File: src/rtl/gyro_spi3w_responder_if.sv
`default_nettype none
//==============================================================================
// gyro_spi3w_responder_if : 3-wire SPI pins plus write/frame event outputs.
// Rev 1.0
//==============================================================================
interface gyro_spi3w_responder_if;
    logic       SPI_SCK;
    logic       SPI_CS;
    logic       SPI_D_IN;
    logic       SPI_D_OUT;
    logic       SPI_D_OE;
    logic       wr_stb;
    logic [6:0] wr_addr;
    logic [7:0] wr_data;
    logic       frame_done;
    logic       frame_err;

    modport master (
        output SPI_SCK, SPI_CS, SPI_D_IN,
        input  SPI_D_OUT, SPI_D_OE, wr_stb, wr_addr, wr_data, frame_done, frame_err
    );

    modport slave (
        input  SPI_SCK, SPI_CS, SPI_D_IN,
        output SPI_D_OUT, SPI_D_OE, wr_stb, wr_addr, wr_data, frame_done, frame_err
    );
endinterface
`default_nettype wire

File: src/rtl/gyro_spi3w_responder.sv
`default_nettype none
//==============================================================================
// gyro_spi3w_responder : oversampling 3-wire SPI responder serving a register file.
// Optional SCK-stall abort: define GYRO_SPI3W_TIMEOUT_EN.            Rev 1.0
//==============================================================================
module gyro_spi3w_responder #(
    parameter int         NUM_REGS    = 16,
    parameter logic [7:0] ID_VALUE    = 8'hD4,
    parameter int         SYNC_STAGES = 2,
    parameter int         TIMEOUT_CYC = 1024
) (
    input  logic                      clk,
    input  logic                      rst,
    gyro_spi3w_responder_if.slave     spi_bus,
    output logic [8*NUM_REGS-1:0]     regs_o
);

    localparam logic [2:0] IDLE    = 3'd0;
    localparam logic [2:0] CMD     = 3'd1;
    localparam logic [2:0] RDATA   = 3'd2;
    localparam logic [2:0] WDATA   = 3'd3;
    localparam logic [2:0] DONE    = 3'd4;
`ifdef GYRO_SPI3W_TIMEOUT_EN
    localparam logic [2:0] WAIT_CS = 3'd5;
`endif

    if (NUM_REGS < 1 || NUM_REGS > 128 || SYNC_STAGES < 2 ||
        TIMEOUT_CYC < 2 || TIMEOUT_CYC > 65535) begin : g_param_check
        $error("gyro_spi3w_responder: parameter out of range");
    end

    logic [SYNC_STAGES-1:0] sck_sync_q, cs_sync_q, din_sync_q;
    logic                   sck_prev_q, cs_prev_q;
    logic                   w_sck, w_cs, w_din;
    logic                   w_sck_rise, w_sck_fall, w_cs_rise, w_cs_fall;

    always_ff @(posedge clk or posedge rst) begin
        if (rst) begin
            sck_sync_q <= '0;
            cs_sync_q  <= '1;
            din_sync_q <= '0;
            sck_prev_q <= 1'b0;
            cs_prev_q  <= 1'b1;
        end else begin
            sck_sync_q <= {sck_sync_q[SYNC_STAGES-2:0], spi_bus.SPI_SCK};
            cs_sync_q  <= {cs_sync_q[SYNC_STAGES-2:0], spi_bus.SPI_CS};
            din_sync_q <= {din_sync_q[SYNC_STAGES-2:0], spi_bus.SPI_D_IN};
            sck_prev_q <= sck_sync_q[SYNC_STAGES-1];
            cs_prev_q  <= cs_sync_q[SYNC_STAGES-1];
        end
    end

    assign w_sck      = sck_sync_q[SYNC_STAGES-1];
    assign w_cs       = cs_sync_q[SYNC_STAGES-1];
    assign w_din      = din_sync_q[SYNC_STAGES-1];
    assign w_sck_rise =  w_sck & ~sck_prev_q;
    assign w_sck_fall = ~w_sck &  sck_prev_q;
    assign w_cs_rise  =  w_cs  & ~cs_prev_q;
    assign w_cs_fall  = ~w_cs  &  cs_prev_q;

    logic [2:0] state_q, state_d;
    logic [3:0] bitcnt_q, bitcnt_d;
    logic [6:0] sin_q, sin_d;
    logic [7:0] sout_q, sout_d;
    logic [6:0] addr_q, addr_d;
    logic       bad_q, bad_d;
    logic       dout_q, dout_d, oe_q, oe_d;
    logic       pend_q, pend_d;
    logic [6:0] wr_addr_q, wr_addr_d;
    logic [7:0] wr_data_q, wr_data_d;
    logic       wr_stb_q, wr_stb_d, fdone_q, fdone_d, ferr_q, ferr_d;
    logic [7:0] regs_q [NUM_REGS];

    logic [6:0] w_cmd_addr;
    logic       w_addr_ok;
    logic [7:0] w_rd_val;
    logic       w_active, w_timeout;

    assign w_cmd_addr = {sin_q[5:0], w_din};
    assign w_addr_ok  = 32'(w_cmd_addr) < 32'(NUM_REGS);
    assign w_active   = (state_q == CMD) || (state_q == RDATA) || (state_q == WDATA);

    always_comb begin
        w_rd_val = 8'h00;
        for (int i = 0; i < NUM_REGS; i++) begin
            if (w_cmd_addr == 7'(i)) w_rd_val = regs_q[i];
        end
    end

`ifdef GYRO_SPI3W_TIMEOUT_EN
    logic [15:0] idle_cnt_q;

    always_ff @(posedge clk or posedge rst) begin
        if (rst)                                       idle_cnt_q <= '0;
        else if (!w_active || w_sck_rise || w_sck_fall) idle_cnt_q <= '0;
        else                                           idle_cnt_q <= idle_cnt_q + 16'd1;
    end

    assign w_timeout = w_active && (idle_cnt_q == 16'(TIMEOUT_CYC));
`else
    assign w_timeout = 1'b0;
`endif

    always_comb begin
        state_d   = state_q;
        bitcnt_d  = bitcnt_q;
        sin_d     = sin_q;
        sout_d    = sout_q;
        addr_d    = addr_q;
        bad_d     = bad_q;
        dout_d    = dout_q;
        oe_d      = oe_q;
        pend_d    = 1'b0;
        wr_addr_d = wr_addr_q;
        wr_data_d = wr_data_q;
        wr_stb_d  = pend_q;
        fdone_d   = 1'b0;
        ferr_d    = 1'b0;
        case (state_q)
            IDLE: begin
                if (w_cs_fall) begin
                    state_d  = CMD;
                    bitcnt_d = 4'd0;
                    bad_d    = 1'b0;
                end
            end
            CMD, RDATA, WDATA: begin
                if (w_cs_rise || w_timeout) begin
`ifdef GYRO_SPI3W_TIMEOUT_EN
                    state_d = w_cs_rise ? IDLE : WAIT_CS;
`else
                    state_d = IDLE;
`endif
                    ferr_d  = 1'b1;
                    oe_d    = 1'b0;
                    dout_d  = 1'b0;
                end else if (w_sck_rise) begin
                    sin_d    = {sin_q[5:0], w_din};
                    bitcnt_d = bitcnt_q + 4'd1;
                    if (state_q == CMD && bitcnt_q == 4'd7) begin
                        addr_d = w_cmd_addr;
                        bad_d  = !w_addr_ok;
                        if (sin_q[6]) begin
                            state_d = RDATA;
                            sout_d  = w_addr_ok ? w_rd_val : 8'h00;
                        end else begin
                            state_d = WDATA;
                        end
                    end else if (bitcnt_q == 4'd15) begin
                        // Counter parks at 15; DONE absorbs any further edges.
                        state_d  = DONE;
                        bitcnt_d = bitcnt_q;
                        if (state_q == WDATA && !bad_q && addr_q != 7'd0) begin
                            pend_d    = 1'b1;
                            wr_addr_d = addr_q;
                            wr_data_d = {sin_q, w_din};
                        end
                    end
                end else if (w_sck_fall && state_q == RDATA) begin
                    dout_d = sout_q[7];
                    sout_d = {sout_q[6:0], 1'b0};
                    oe_d   = 1'b1;
                end
            end
            DONE: begin
                if (w_cs_rise) begin
                    state_d = IDLE;
                    fdone_d = 1'b1;
                    ferr_d  = bad_q;
                    oe_d    = 1'b0;
                    dout_d  = 1'b0;
                end
            end
`ifdef GYRO_SPI3W_TIMEOUT_EN
            WAIT_CS: begin
                if (w_cs_rise) state_d = IDLE;
            end
`endif
            default: state_d = IDLE;
        endcase
    end

    always_ff @(posedge clk or posedge rst) begin
        if (rst) begin
            state_q   <= IDLE;
            bitcnt_q  <= '0;
            sin_q     <= '0;
            sout_q    <= '0;
            addr_q    <= '0;
            bad_q     <= 1'b0;
            dout_q    <= 1'b0;
            oe_q      <= 1'b0;
            pend_q    <= 1'b0;
            wr_addr_q <= '0;
            wr_data_q <= '0;
            wr_stb_q  <= 1'b0;
            fdone_q   <= 1'b0;
            ferr_q    <= 1'b0;
        end else begin
            state_q   <= state_d;
            bitcnt_q  <= bitcnt_d;
            sin_q     <= sin_d;
            sout_q    <= sout_d;
            addr_q    <= addr_d;
            bad_q     <= bad_d;
            dout_q    <= dout_d;
            oe_q      <= oe_d;
            pend_q    <= pend_d;
            wr_addr_q <= wr_addr_d;
            wr_data_q <= wr_data_d;
            wr_stb_q  <= wr_stb_d;
            fdone_q   <= fdone_d;
            ferr_q    <= ferr_d;
        end
    end

    // Register 0 is the read-only ID; only 1..NUM_REGS-1 accept writes.
    always_ff @(posedge clk or posedge rst) begin
        if (rst) begin
            for (int i = 0; i < NUM_REGS; i++) regs_q[i] <= (i == 0) ? ID_VALUE : 8'h00;
        end else begin
            for (int i = 1; i < NUM_REGS; i++) begin
                if (pend_q && wr_addr_q == 7'(i)) regs_q[i] <= wr_data_q;
            end
        end
    end

    for (genvar gi = 0; gi < NUM_REGS; gi++) begin : g_regs_out
        assign regs_o[8*gi +: 8] = regs_q[gi];
    end

    assign spi_bus.SPI_D_OUT  = dout_q;
    assign spi_bus.SPI_D_OE   = oe_q;
    assign spi_bus.wr_stb     = wr_stb_q;
    assign spi_bus.wr_addr    = wr_addr_q;
    assign spi_bus.wr_data    = wr_data_q;
    assign spi_bus.frame_done = fdone_q;
    assign spi_bus.frame_err  = ferr_q;

endmodule
`default_nettype wire

File: src/flat_wrapper.sv
// flat-port wrapper written by rule: the top's interface ports become plain ports
module gyro_spi3w_responder_flat 
#(
    parameter int         NUM_REGS    = 16,
    parameter logic [7:0] ID_VALUE    = 8'hD4,
    parameter int         SYNC_STAGES = 2,
    parameter int         TIMEOUT_CYC = 1024
)
  (clk, rst, regs_o, spi_bus_SPI_SCK, spi_bus_SPI_CS, spi_bus_SPI_D_IN, spi_bus_SPI_D_OUT, spi_bus_SPI_D_OE, spi_bus_wr_stb, spi_bus_wr_addr, spi_bus_wr_data, spi_bus_frame_done, spi_bus_frame_err);
  gyro_spi3w_responder_if spi_bus_i ();
  input  logic clk;
  input  logic rst;
  output logic [8*NUM_REGS-1:0] regs_o;
  input wire logic [$bits(spi_bus_i.SPI_SCK)-1:0] spi_bus_SPI_SCK;
  input wire logic [$bits(spi_bus_i.SPI_CS)-1:0] spi_bus_SPI_CS;
  input wire logic [$bits(spi_bus_i.SPI_D_IN)-1:0] spi_bus_SPI_D_IN;
  output wire logic [$bits(spi_bus_i.SPI_D_OUT)-1:0] spi_bus_SPI_D_OUT;
  output wire logic [$bits(spi_bus_i.SPI_D_OE)-1:0] spi_bus_SPI_D_OE;
  output wire logic [$bits(spi_bus_i.wr_stb)-1:0] spi_bus_wr_stb;
  output wire logic [$bits(spi_bus_i.wr_addr)-1:0] spi_bus_wr_addr;
  output wire logic [$bits(spi_bus_i.wr_data)-1:0] spi_bus_wr_data;
  output wire logic [$bits(spi_bus_i.frame_done)-1:0] spi_bus_frame_done;
  output wire logic [$bits(spi_bus_i.frame_err)-1:0] spi_bus_frame_err;
  assign spi_bus_i.SPI_SCK = spi_bus_SPI_SCK;
  assign spi_bus_i.SPI_CS = spi_bus_SPI_CS;
  assign spi_bus_i.SPI_D_IN = spi_bus_SPI_D_IN;
  assign spi_bus_SPI_D_OUT = spi_bus_i.SPI_D_OUT;
  assign spi_bus_SPI_D_OE = spi_bus_i.SPI_D_OE;
  assign spi_bus_wr_stb = spi_bus_i.wr_stb;
  assign spi_bus_wr_addr = spi_bus_i.wr_addr;
  assign spi_bus_wr_data = spi_bus_i.wr_data;
  assign spi_bus_frame_done = spi_bus_i.frame_done;
  assign spi_bus_frame_err = spi_bus_i.frame_err;
  gyro_spi3w_responder #(.NUM_REGS(NUM_REGS), .ID_VALUE(ID_VALUE), .SYNC_STAGES(SYNC_STAGES), .TIMEOUT_CYC(TIMEOUT_CYC)) u_core (.clk(clk), .rst(rst), .spi_bus(spi_bus_i), .regs_o(regs_o));
endmodule
File: config.mk
export PLATFORM = sky130hd
export DESIGN_NAME = gyro_spi3w_responder_flat
export DESIGN_NICKNAME = d
export VERILOG_FILES = /design/src/rtl/gyro_spi3w_responder_if.sv /design/src/rtl/gyro_spi3w_responder.sv /design/src/flat_wrapper.sv
export SDC_FILE = /design/constraint.sdc
export NUM_CORES = 1
export LEC_CHECK = 0
export BUFFER_PORTS_ARGS = -buffer_cell sky130_fd_sc_hd__buf_2
export CAP_MARGIN = 20
export CORE_MARGIN = 2
export CORE_UTILIZATION = 40
export CTS_CLUSTER_DIAMETER = 200
export DETAILED_ROUTE_END_ITERATION = 6
export PLACE_DENSITY = 0.74
export SLEW_MARGIN = 10
export SYNTH_ARGS = -nofsm -noshare
export SYNTH_HDL_FRONTEND = slang
export SYNTH_SLANG_ARGS = --single-unit
File: constraint.sdc
create_clock -name clk -period 6.33 [get_ports clk]
set_input_delay 1.899 -clock clk [delete_from_list [all_inputs] [get_ports clk]]
set_output_delay 1.899 -clock clk [all_outputs]
set_load 0.02 [all_outputs]
## Word-level counts from Yosys, hierarchy flattened

Index checks and enable logic that the tools add are counted.

- Flip-flop bits (word level): 179
- Latch bits: 0
- Bits in writable memories: 0
- ROM bits: 0
- Bits of input ports: 5
- Output and inout port bits: 148
- Logic and storage cells: 189
- Memories kept: 0

- Add/subtract/negate cells: 1
- Multiply operators: 0
- Div/mod/pow operators: 0
- Magnitude comparators: 1
- Equality and inequality tests: 48
- Shifts and indexed selects: 0
- Mux-type cells: 59
- Bitwise operators: 10
- Reductions and logical operators: 36

Operator list:

| kind | number |
|---|---|
| $mux 8 | 21 |
| $eq 7x4->1 const B | 16 |
| $eq 7x3->1 const B | 8 |
| $eq 7x2->1 const B | 4 |
| $mux 1 | 21 |
| $mux 4 | 5 |
| $logic_and 1x1->1 | 19 |
| $mux 3 | 6 |
| $reduce_and 5->1 | 3 |
| $eq 7x1->1 const B | 2 |
| $reduce_and 4->1 | 3 |
| $pmux 3 s3 | 1 |
| $ne 2x1->1 const B | 4 |
| $pmux 1 s2 | 4 |
| $pmux 4 s2 | 1 |
| $logic_not 7->1 | 1 |
| $lt 7x5->1 const B | 1 |
| $reduce_bool 7->1 | 1 |
| $eq 3x2->1 const B | 2 |
| $ne 2x2->1 const B | 3 |
| $ne 3x1->1 const B | 2 |
| $not 1->1 | 6 |
| $reduce_and 6->1 | 1 |
| $reduce_bool 2->1 | 3 |
| 13 further kinds | 17 |

## Depth between registers and ports, before layout

- Depth in word-level cells: 21
- Gate-level depth with buffers: 8
- Mapped depth without buffers: 5

## Worst setup path before layout

Ideal clock, no wire load.

- Kind: register to output
- Start: register u_core.wr_data_q[0] (netlist: u_core.spi_bus.wr_data[0])
- End: output spi_bus_wr_data[0]
- Arrival: 0.491 ns
- Data required time: 4.431 ns
- Setup slack: 3.940 ns
- Cell stages (with the launch flop): 1
- Path buffers: 0
- Path through: dfrtp_1

RTL lines:

| element | line | text |
|---|---|---|
| start: declaration | gyro_spi3w_responder.sv:70 | `logic [7:0] wr_data_q, wr_data_d;` |
| start signal: assignment | gyro_spi3w_responder.sv:210 | `wr_data_q <= wr_data_d;` |
| end: declaration | flat_wrapper.sv:21 | `output wire logic [$bits(spi_bus_i.wr_data)-1:0] spi_bus_wr_data;` |

No word-level cell between the ends.

## Worst setup path in the final report

- Start: register u_core.wr_data_q[4] (netlist: u_core.spi_bus.wr_data[4])
- End: output spi_bus_wr_data[4]

No word-level cell between the ends.

==> metrics.log <==
[metrics] Slowest Stage Delay on Critical Path: 0.74 ns
[metrics] mean instance size in the synthesized netlist: 12.2 um2
[metrics] Port-buffer cells: 144
[metrics] combined area of all synthesized cells: 8560 um2
[metrics] portion of the clock cycle consumed by the worst path in the final layout: 0.529
[metrics] Max Clk Rate: 0.299 GHz
[metrics] CTS clock-pin slew for the worst setup and hold paths: 0.07 ns
[metrics] Resize count post-CTS: 0
[metrics] number of placed I/O pins: 153
[metrics] CP required: 4.43 ns
[metrics] effective utilization at floorplan: 0.407
[metrics] area of the core: 21000 um2
[metrics] post-CTS setup buffer count: 0
[metrics] max-slew violation total from the final report: 0
[metrics] Worst IR Drop VDD: 199 uV
[metrics] run status: finished, final reports clean
[metrics] total global routing track utilization: 0.229
[metrics] master cell of the clock root buffer: sky130_fd_sc_hd__clkbuf_16
[metrics] Routability Congestion: 1.02
[metrics] total gr overflow: 0
[metrics] capturing element type of the critical path: output port
[metrics] fill cell count: 1909
[metrics] area of combinational cells with multiple inputs: 3800 um2
[metrics] Leakage: 5.16 nW
[metrics] H-tree depth reported by CTS: 4
[metrics] first-pass GRT wire length: 38500 um
[metrics] placement row count: 53
[metrics] clock latency at the later pin of the worst-skew pair: 0.43 ns
[metrics] HPWL after DPL: 17600 um
[metrics] via count: 6753
[metrics] CTS buffer count: 17
[metrics] placed instance count: 1083
[metrics] GRT busiest layer: met2
[metrics] slowest cell on the critical path: sky130_fd_sc_hd__dfrtp_1
[metrics] worst setup skew after layout: 0.0115 ns
[metrics] count of nets left with antenna violations after detail routing: 0
[metrics] count of buffer and inverter cells on the critical path: 1
[metrics] data arrival at the endpoint of the critical path: 1.45 ns
[metrics] Yosys warnings: 8
[metrics] maximum fanout along the worst path: 17
[metrics] Post-layout nets: 834
[metrics] remaining max-slew budget at the tightest pin: 0.276
[metrics] antenna violations before repair: 0
[metrics] CP Launch Type: register
[metrics] maximum buffer depth of the clock tree: 2
[metrics] layout cell share with drive strength beyond 1: 0.423
[metrics] clock sinks: 179
[metrics] post-synthesis instance total: 702
[metrics] type of the worst setup path: reg2out
[metrics] quantity of hold-fixing buffers added after cts: 0
[metrics] vias per std cell: 6.05
[metrics] ys flop type: sky130_fd_sc_hd__dfrtp_1
[metrics] number of flops mapped to enable cells by yosys: 0
[metrics] count of antenna diodes in the layout: 0
[metrics] worst min-delay path category: reg2reg
[metrics] category of cells accounting for the largest share of critical-path delay: flip-flops
[metrics] setup repair after global routing missed its margin: no
[metrics] Final Instance Count excl. Fillers: 1116
[metrics] height of the die: 150 um
[metrics] number of DRC markers after the initial detailed-route iteration: 661
[metrics] Min Clock Period, post-route: 3.35 ns
[metrics] Finish-stage setup viols: 0
[metrics] die area: 22600 um2
[metrics] fraction of met2 tracks used by global routing: 0.349
[metrics] Worst-Margin Slew: 1.09 ns
[metrics] sum of negative setup slack: 0 ns
[metrics] detailed-route DRC error count: 0
[metrics] portion of the post-synthesis area used by sequential elements: 0.524
[metrics] PD cells: 286 nW/um2
[metrics] 1st-pass router iterations: 5
[metrics] hold violation total from the final report: 0
[metrics] maximum capacitance violations: 0
[metrics] met1 track demand over resource in global routing: 0.311
[metrics] clock tree from TritonCTS: built
[metrics] Synth cell types: 77
[metrics] Routed wire per std cell: 23.1 um
[metrics] share of synthesized flip-flops with an asynchronous set or reset: 1.00
[metrics] worst slack at placement: 3.20 ns
[metrics] worst path setup slack after routing: 2.98 ns
[metrics] largest net degree at the start of global routing: 180
[metrics] M3 GR Usage: 0.0576
[metrics] via count of the first global-routing pass: 6419
[metrics] Die Span X: 150 um
[metrics] cell area after placement: 9450 um2
[metrics] synthesized flop and latch total: 179
[metrics] crit path cell chain: buf_2
[metrics] register area: 4480 um2
[metrics] Layout Area Growth over Synthesis: 17.1%
[metrics] final routed wirelength across all metal layers: 25800 um
[metrics] final design area excluding fillers: 10000 um2
-- synth_stat cells, types with 5 or more instances --
| master | number | share of area |
|---|---|---|
| sky130_fd_sc_hd__a211oi_1 | 8 | 0.0070 |
| sky130_fd_sc_hd__a21oi_1 | 16 | 0.0094 |
| sky130_fd_sc_hd__a22oi_1 | 5 | 0.0044 |
| sky130_fd_sc_hd__a31oi_1 | 5 | 0.0037 |
| sky130_fd_sc_hd__and3_1 | 7 | 0.0051 |
| sky130_fd_sc_hd__and3b_1 | 5 | 0.0051 |
| sky130_fd_sc_hd__buf_2 | 17 | 0.0099 |
| sky130_fd_sc_hd__buf_4 | 12 | 0.011 |
| sky130_fd_sc_hd__clkbuf_1 | 22 | 0.0096 |
| sky130_fd_sc_hd__dfrtp_1 | 176 | 0.51 |
| sky130_fd_sc_hd__inv_1 | 9 | 0.0039 |
| sky130_fd_sc_hd__mux2_1 | 11 | 0.014 |
| sky130_fd_sc_hd__mux2_2 | 148 | 0.19 |
| sky130_fd_sc_hd__mux2i_1 | 12 | 0.014 |
| sky130_fd_sc_hd__nand2_1 | 44 | 0.019 |
| sky130_fd_sc_hd__nand2b_1 | 8 | 0.0058 |
| sky130_fd_sc_hd__nand3_1 | 18 | 0.011 |
| sky130_fd_sc_hd__nand4_1 | 7 | 0.0051 |
| sky130_fd_sc_hd__nor2_1 | 17 | 0.0075 |
| sky130_fd_sc_hd__nor2b_1 | 11 | 0.0080 |
| sky130_fd_sc_hd__nor3_1 | 10 | 0.0058 |
| sky130_fd_sc_hd__o211ai_1 | 13 | 0.011 |
| sky130_fd_sc_hd__o21ai_0 | 26 | 0.015 |
| sky130_fd_sc_hd__o22ai_1 | 10 | 0.0073 |
-- area by class of cell --
type                    count  area share
clock inverters            12      0.0106
clock buffers              20      0.0455
inverters                  10     0.00412
multi-input cells         468       0.379
well taps                 275      0.0343
flip-flops and latches    179       0.447
repair buffers            152      0.0795
-- flip-flops by register name, indices dropped and copies added (netlist names), 2 cells and up --
register / flops
u_core.bitcnt_q: 4
u_core.state_q: 3
u_core.sout_q: 8
u_core.din_sync_q: 2
u_core.spi_bus.wr_data: 8
u_core.regs_o: 120
u_core.spi_bus.wr_addr: 7
u_core.addr_q: 7
u_core.cs_sync_q: 2
u_core.sck_sync_q: 2
u_core.sin_q: 7
-- kinds of logic after synthesis --
kind of cell    after synthesis  synth area share
mux                         172             0.226
other cells                   1          0.000438
buf+inv                      62            0.0358
flops                       179             0.524
simple gates                158             0.106
fa+ha+maj                     1           0.00146
compound gates              129             0.107
-- placed cells by master, fill, tap and decap left out, types with 4 or more instances in the layout --
| master | instances |
|---|---|
| sky130_fd_sc_hd__a22oi_1 | 5 |
| sky130_fd_sc_hd__mux2_1 | 11 |
| sky130_fd_sc_hd__conb_1 | 8 |
| sky130_fd_sc_hd__mux2i_1 | 12 |
| sky130_fd_sc_hd__a31oi_1 | 5 |
| sky130_fd_sc_hd__o211ai_1 | 13 |
| sky130_fd_sc_hd__nand4_1 | 7 |
| sky130_fd_sc_hd__a21oi_1 | 16 |
| sky130_fd_sc_hd__mux2_2 | 148 |
| sky130_fd_sc_hd__and3b_1 | 5 |
| sky130_fd_sc_hd__nor2_1 | 17 |
| sky130_fd_sc_hd__nor3_1 | 10 |
| sky130_fd_sc_hd__nor4_1 | 4 |
| sky130_fd_sc_hd__nor2b_1 | 11 |
| sky130_fd_sc_hd__nand3_1 | 18 |
| sky130_fd_sc_hd__clkbuf_16 | 17 |
| sky130_fd_sc_hd__buf_4 | 6 |
| sky130_fd_sc_hd__a211oi_1 | 8 |
| sky130_fd_sc_hd__a221oi_1 | 4 |
| sky130_fd_sc_hd__dfrtp_1 | 175 |
| sky130_fd_sc_hd__inv_6 | 8 |
| sky130_fd_sc_hd__o21ai_0 | 26 |
| sky130_fd_sc_hd__nand2_1 | 44 |
| sky130_fd_sc_hd__buf_2 | 144 |
| sky130_fd_sc_hd__nor3b_1 | 4 |
| sky130_fd_sc_hd__o22ai_1 | 10 |
| sky130_fd_sc_hd__nand2b_1 | 8 |
| sky130_fd_sc_hd__and3_1 | 7 |
| sky130_fd_sc_hd__inv_1 | 8 |
-- worst paths after layout --
path                                           startpoint  cells after the start              endpoint  slack (ns)
worst min register to register       u_core.din_sync_q[0]                      0  u_core.din_sync_q[1]        0.35
max in group asynchronous                             rst                      3    u_core.regs_o[104]        3.80
min in group asynchronous                             rst                      3    u_core.bitcnt_q[2]        1.66
worst max-delay path            u_core.spi_bus.wr_data[4]                      1    spi_bus_wr_data[4]        2.98
worst min-delay path                 u_core.din_sync_q[0]                      0  u_core.din_sync_q[1]        0.35
worst max register to register            u_core.sin_q[0]                      5      u_core.sout_q[6]        3.20
-- routing by layer --
| metal | routed length [um] | vias to the layer above |
|---|---|---|
| met1 | 10300 | 3433 |
| met4 | 1010 | 0 |
| met3 | 2540 | 63 |
| met2 | 11900 | 406 |
| met5 | 0 | - |
| li1 | - | 2851 |
-- per-stage QoR --
stage / total power [mW] / utilization / hold slack [ns]
floorplan: 1.65 / - / 0.331
global placement: 1.83 / 0.450 / 0.335
detailed placement: 1.83 / 0.450 / 0.339
CTS: 2.85 / 0.476 / 0.355
global route: 2.96 / 0.477 / 0.360
finish: 2.86 / 0.477 / 0.354
-- report_power, final --
part,internal [mW],switching (mW)
logic,0.174,0.419
clock network,0.540,0.488
registers,1.18,0.0669
total,1.89,0.975
Note: power is estimated with default switching activity, not from simulation.
